===== src/rtl/synth_update_pkg.sv =====
// Shared types and constants for the synthesizer update controller.
// Slot state encodings are fixed so they stay compatible with existing consumers.
package synth_update_pkg;

    localparam int unsigned RATE_W  = 32;
    localparam int unsigned DEF_NCH = 4;
    localparam int unsigned DEF_PW  = 24;

    typedef enum logic [1:0] {
        IDLE       = 2'd0,
        PEND_INIT  = 2'd1,
        PEND_EPOCH = 2'd2
    } slot_state_t;

    // Channel-select width; a single-channel build still needs a 1-bit select.
    function automatic int unsigned ch_w(input int unsigned n);
        return (n > 1) ? $clog2(n) : 1;
    endfunction

endpackage


===== src/rtl/synth_update_slot.sv =====
// One channel: staged phase-rate register and its pending-update FSM.
// A write is only taken while IDLE; the pending update commits on intr_pulse or epoch_in.
module synth_update_slot
    import synth_update_pkg::*;
(
    input  logic              clk,
    input  logic              reset_n,
    input  logic              wr_sel,
    input  logic [RATE_W-1:0] wr_rate,
    input  logic              wr_init,
    input  logic              intr_pulse,
    input  logic              epoch_in,
    output logic              busy,
    output logic              wr_reject,
    output logic [RATE_W-1:0] phase_rate,
    output logic              doinit,
    output logic              epoch_pulse
);

    slot_state_t state;
    slot_state_t state_nxt;
    logic        wr_accept;

    assign busy      = (state != IDLE);
    assign wr_accept = wr_sel && (state == IDLE);
    assign wr_reject = wr_sel && (state != IDLE);

    always_comb begin
        state_nxt = state;
        unique case (state)
            IDLE: begin
                if (wr_sel) begin
                    state_nxt = wr_init ? PEND_INIT : PEND_EPOCH;
                end
            end
            PEND_INIT: begin
                if (intr_pulse) begin
                    state_nxt = IDLE;
                end
            end
            PEND_EPOCH: begin
                if (epoch_in) begin
                    state_nxt = IDLE;
                end
            end
            default: state_nxt = IDLE;
        endcase
    end

    always_ff @(posedge clk or negedge reset_n) begin
        if (!reset_n) begin
            state <= IDLE;
        end else begin
            state <= state_nxt;
        end
    end

    // Rate is frozen for the whole pending window; only an accepted write moves it.
    always_ff @(posedge clk or negedge reset_n) begin
        if (!reset_n) begin
            phase_rate <= '0;
        end else if (wr_accept) begin
            phase_rate <= wr_rate;
        end
    end

    assign doinit      = (state == PEND_INIT);
    assign epoch_pulse = (state == PEND_EPOCH) && epoch_in;

endmodule


===== src/rtl/synth_update_ctrl.sv =====
// Sequences rate updates for NCH channel synthesizers against a shared interrupt
// timebase and an external epoch strobe, and tracks the phase-snapshot handshake.
module synth_update_ctrl
    import synth_update_pkg::*;
#(
    parameter int unsigned NCH = DEF_NCH,
    parameter int unsigned PW  = DEF_PW
) (
    input  logic                    clk,
    input  logic                    reset_n,
    input  logic                    enable,
    input  logic [PW-1:0]           intr_period,
    input  logic                    epoch_in,
    input  logic                    wr_en,
    input  logic [ch_w(NCH)-1:0]    wr_ch,
    input  logic [RATE_W-1:0]       wr_rate,
    input  logic                    wr_init,
    output logic                    wr_err,
    output logic [NCH-1:0]          ch_busy,
    output logic [NCH*RATE_W-1:0]   phase_rate,
    output logic [NCH-1:0]          doinit,
    output logic                    intr_pulse,
    output logic [NCH-1:0]          epoch_pulse,
    output logic                    snap_valid,
    input  logic                    snap_ack,
    output logic                    snap_ovr
);

    localparam int unsigned CH_W = ch_w(NCH);

    logic [PW-1:0]  tb_cnt;
    logic           tb_run;
    logic [NCH-1:0] wr_sel;
    logic [NCH-1:0] wr_reject;
    logic           wr_ch_valid;
    logic           wr_err_nxt;
    logic           snap_new_ovr;

    // Timebase: compared against the live period so a shortened period fires at once.
    assign tb_run     = enable && (intr_period != '0);
    assign intr_pulse = reset_n && tb_run && (tb_cnt >= (intr_period - PW'(1)));

    always_ff @(posedge clk or negedge reset_n) begin
        if (!reset_n) begin
            tb_cnt <= '0;
        end else if (!tb_run || intr_pulse) begin
            tb_cnt <= '0;
        end else begin
            tb_cnt <= tb_cnt + PW'(1);
        end
    end

    assign wr_ch_valid = (32'(wr_ch) < NCH);

    for (genvar k = 0; k < NCH; k++) begin : g_slot
        assign wr_sel[k] = wr_en && (wr_ch == CH_W'(k));

        synth_update_slot u_slot (
            .clk         (clk),
            .reset_n     (reset_n),
            .wr_sel      (wr_sel[k]),
            .wr_rate     (wr_rate),
            .wr_init     (wr_init),
            .intr_pulse  (intr_pulse),
            .epoch_in    (epoch_in),
            .busy        (ch_busy[k]),
            .wr_reject   (wr_reject[k]),
            .phase_rate  (phase_rate[k*RATE_W +: RATE_W]),
            .doinit      (doinit[k]),
            .epoch_pulse (epoch_pulse[k])
        );
    end

    // Out-of-range channel numbers are rejected the same way as busy channels.
    assign wr_err_nxt = wr_en && (!wr_ch_valid || (|wr_reject));

    always_ff @(posedge clk or negedge reset_n) begin
        if (!reset_n) begin
            wr_err <= 1'b0;
        end else begin
            wr_err <= wr_err_nxt;
        end
    end

    // Snapshot: an ack landing with a fresh interrupt neither clears nor overruns.
    assign snap_new_ovr = intr_pulse && snap_valid && !snap_ack;

    always_ff @(posedge clk or negedge reset_n) begin
        if (!reset_n) begin
            snap_valid <= 1'b0;
            snap_ovr   <= 1'b0;
        end else begin
            if (intr_pulse) begin
                snap_valid <= 1'b1;
            end else if (snap_ack && snap_valid) begin
                snap_valid <= 1'b0;
            end

            if (snap_new_ovr) begin
                snap_ovr <= 1'b1;
            end else if (snap_ack && !intr_pulse) begin
                snap_ovr <= 1'b0;
            end
        end
    end

endmodule


===== config.mk =====
export PLATFORM = sky130hd
export DESIGN_NAME = synth_update_ctrl
export DESIGN_NICKNAME = d
export VERILOG_FILES = /design/src/rtl/synth_update_pkg.sv /design/src/rtl/synth_update_slot.sv /design/src/rtl/synth_update_ctrl.sv
export SDC_FILE = /design/constraint.sdc
export NUM_CORES = 1
export LEC_CHECK = 0
export BUFFER_PORTS_ARGS = -buffer_cell sky130_fd_sc_hd__buf_2
export CAP_MARGIN = 15
export CORE_MARGIN = 2
export CORE_UTILIZATION = 48
export CTS_CLUSTER_SIZE = 20
export DETAILED_ROUTE_END_ITERATION = 7
export PLACE_DENSITY_LB_ADDON = 0.15
export SYNTH_ARGS = -nofsm -noshare
export SYNTH_HDL_FRONTEND = slang
export SYNTH_SLANG_ARGS = --single-unit

===== constraint.sdc =====
create_clock -name clk -period 3.9 [get_ports clk]
set_clock_uncertainty 0.05 [all_clocks]
set_input_delay 0.39 -clock clk [delete_from_list [all_inputs] [get_ports clk]]
set_output_delay 0.39 -clock clk [all_outputs]
set_load 0.005 [all_outputs]

==> flow_metrics.tcl <==
set metrics [dict create \
    outcome "finished with violations" \
    violations "negative setup slack" \
    ys.flop_type "dfrtp_1" \
    htreeDepth 4 \
    clkTransAtPathRegs_ns 0.06 \
    layout_commonest_cell "buf_2" \
    cp_max_fo 6 \
    synthToLayoutAreaGrowth_pct 25.0 \
    die-area_um2 16800 \
    critPathLaunchType "input port" \
    finalMaxSlewViolations 0 \
    cts_setup_buffers 0 \
    ys_types 49 \
    max_cap_viol_count 0 \
    cts_inserted_buffers 17 \
    start_util_pct 49.3 \
    die_x_um 129 \
    port_buffers 208 \
    overflow 0 \
    ios 209 \
    ys_async_sr_fraction_pct 100 \
    coreArea_um2 15300 \
    power_leakage_nw 4.59 \
    setup_tns_ns -0.104 \
    end_kind "primary output" \
    ys_ff_latch 163 \
    seqPwrFrac_pct 44.7 \
    grt_pass1_wl_um 30000 \
    cp.arrival_ns 3.56 \
    clock-root-buffer "clkbuf_16" \
    dp.final_hpwl_um 13100 \
    peakVddDrop_mv 0.360 \
    nNetsFinal 960 \
    comb_power_share_pct 29.9 \
    finalSetupViolCount 1 \
    avgSynthCellArea_um2 11.4 \
    postSynthCellCount 661 \
    grt_start_max_net_pins 71 \
    drt-total-wl_um 18600 \
    min_from "wr_rate[26]" \
    drt_first_pass_iters 4 \
    synthesis.area_um2 7560 \
    die_h_um 129 \
    yosysTopAreaCellShare_pct 54.0 \
    synth-edff-count 0 \
    vias 5666 \
    ant_nets 0 \
    clkPwrFrac_pct 25.5 \
    viasPerCell 5.18 \
    cts.sinks 163 \
    synth_warnings 0 \
    yosysSeqAreaShare_pct 54.0 \
    crit_start "intr_period[7]" \
    reg2reg_from "tb_cnt[9]" \
    final_cell_mix "206 x buf_2, 163 x dfrtp_1, 112 x nand2_1" \
    std_cell_rows 45 \
    cts_max_path_buffers 2 \
    fin_crit_ns 4.00 \
    slew_headroom_pct 32.9 \
    drive_above_1_share_pct 42.3 \
    grt_usage_pct 23.2 \
    grt_pass1_vias 5841 \
    synth_nets 752 \
    min_path_type "input port to register" \
    p_sw_share_pct 30.3 \
    wl_per_cell_um 17.0 \
    crit_required_ns 3.46 \
    power_density_nw_per_um2 654 \
    synth_area_leader_cell "dfrtp_1" \
    path_class "input port to primary output" \
    worst_pin_slew_ns 1.01 \
    p_switching_mw 1.87 \
    cts_tree "done" \
    finalPower_mw 6.17 \
    antenna_found_initial 1 \
    clock_latency_ns 0.42 \
    gp_congestion 0.857 \
    timing.fmax_mhz 250 \
    power.internal_mw 4.30 \
    rsz0062_at_grt "true" \
    hold_violations 0 \
    first_iter_violations 225 \
    period_share_pct 103 \
    layout_setup_ws_ns -0.104 \
    ys_top_cells_by_area "dfrtp_1 54%, mux2_2 14%, nand2_1 5.6%" \
    drc_errors 0 \
]
logic make-up after synthesis:
family,Yosys count,share of synthesized area [%]
buffers and inverters,51,3.25
muxes,96,14.3
DFF,163,54.0
xor gates and xnor gates,43,4.98
and+or+nand+nor,250,16.1
adders and majority gates,26,4.31
AOI/OAI and AO/OA,32,3.11
metrics by stage:
stage	worst slack (ns)	util, %	hold slack [ns]	instances	instance area, µm²
6_report	-0.104	61.7	0.153	1094	9440
3_5_place_dp	-0.283	57.5	0.378	1060	8800
4_1_cts	-0.140	61.5	0.138	1093	9420
3_3_place_gp	-0.215	57.5	0.367	1060	8800
2_1_floorplan	0.0269	-	0.0444	661	7560
5_1_grt	-0.271	61.7	0.145	1094	9440
Yosys cell counts, types with 3 or more instances:
cell,n
clkbuf_1,21
dfrtp_1,163
a2bb2oi_1,3
nand4_1,8
mux2_2,96
buf_4,14
nand2_1,112
nor3b_1,9
inv_1,14
nor2_1,27
nor2b_1,6
nand3_1,15
a21oi_1,12
or2_2,4
and3_1,4
nor3_1,43
ha_1,26
o21ai_0,3
xnor2_1,32
xor2_1,11
worst paths after layout:
check | endpoint | slack, ns | cells past startpoint
min in group asynchronous | g_slot[3].u_slot.phase_rate[6] | 0.47 | 2
hold / removal | g_slot[0].u_slot.phase_rate[26] | 0.15 | 3
hold reg to reg | g_slot[0].u_slot.phase_rate[30] | 0.42 | 2
setup / recovery | intr_pulse | -0.10 | 15
setup reg to reg | snap_ovr | 1.52 | 9
max in group asynchronous | tb_cnt[12] | 2.22 | 3
power by group through the flow:
| stage | registers, mW | clock network, mW | logic (mW) |
|---|---|---|---|
| finish | 2.76 | 1.57 | 1.84 |
| floorplan | 2.80 | 0 | 0.810 |
| global route | 2.84 | 1.69 | 2.04 |
| global placement | 2.73 | 0 | 1.83 |
| detailed placement | 2.77 | 0 | 1.87 |
| CTS | 2.76 | 1.61 | 1.88 |
area by class of cell:
class / count / area [µm²]
Multi-Input combinational cell: 447 / 3290
Tap cell: 211 / 264
Clock buffer: 21 / 460
Sequential cell: 163 / 4080
Clock inverter: 11 / 104
Inverter: 15 / 56.3
Timing Repair Buffer: 225 / 1180
Antenna cell: 1 / 2.50
Fill cell: 1278 / 5870
timing repair:
item	4_1_cts	5_1_grt
endpoints found under the hold margin	63	0
pin swaps	2	6
resized for setup	6	4
hold buffers	1	0
cloned	0	0
endpoints found under the setup margin	1	1
routing by layer:
| metal | wire [µm] | GRT usage (%) | vias to the layer above |
|---|---|---|---|
| met3 | 1140 | 7.18 | 21 |
| met1 | 7890 | 29.2 | 2809 |
| met2 | 9280 | 38.5 | 148 |
| li1 | - | - | 2688 |
| met4 | 293 | 7.72 | 0 |
| met5 | 0 | 0 | - |
critical path, stage by stage:
cell      delay [ns]
buf_6           0.09
or4_4           0.53
or3_4           0.35
or3_4           0.40
nor3b_2         0.21
xnor2_1         0.14
ha_1            0.26
nand4_1         0.15
nor2_1          0.07
a222oi_1        0.27
nor3b_2         0.20
buf_4           0.14
a21boi_2        0.05
and2_1          0.17
buf_2           0.14
registers in the layout (all words and copies together), names as in the netlist:
name,flops
g_slot.u_slot.phase_rate,128
snap_ovr,1
wr_err,1
tb_cnt,24
g_slot.u_slot.state,8
snap_valid,1
No activity file was read; power rests on OpenSTA's default activity.
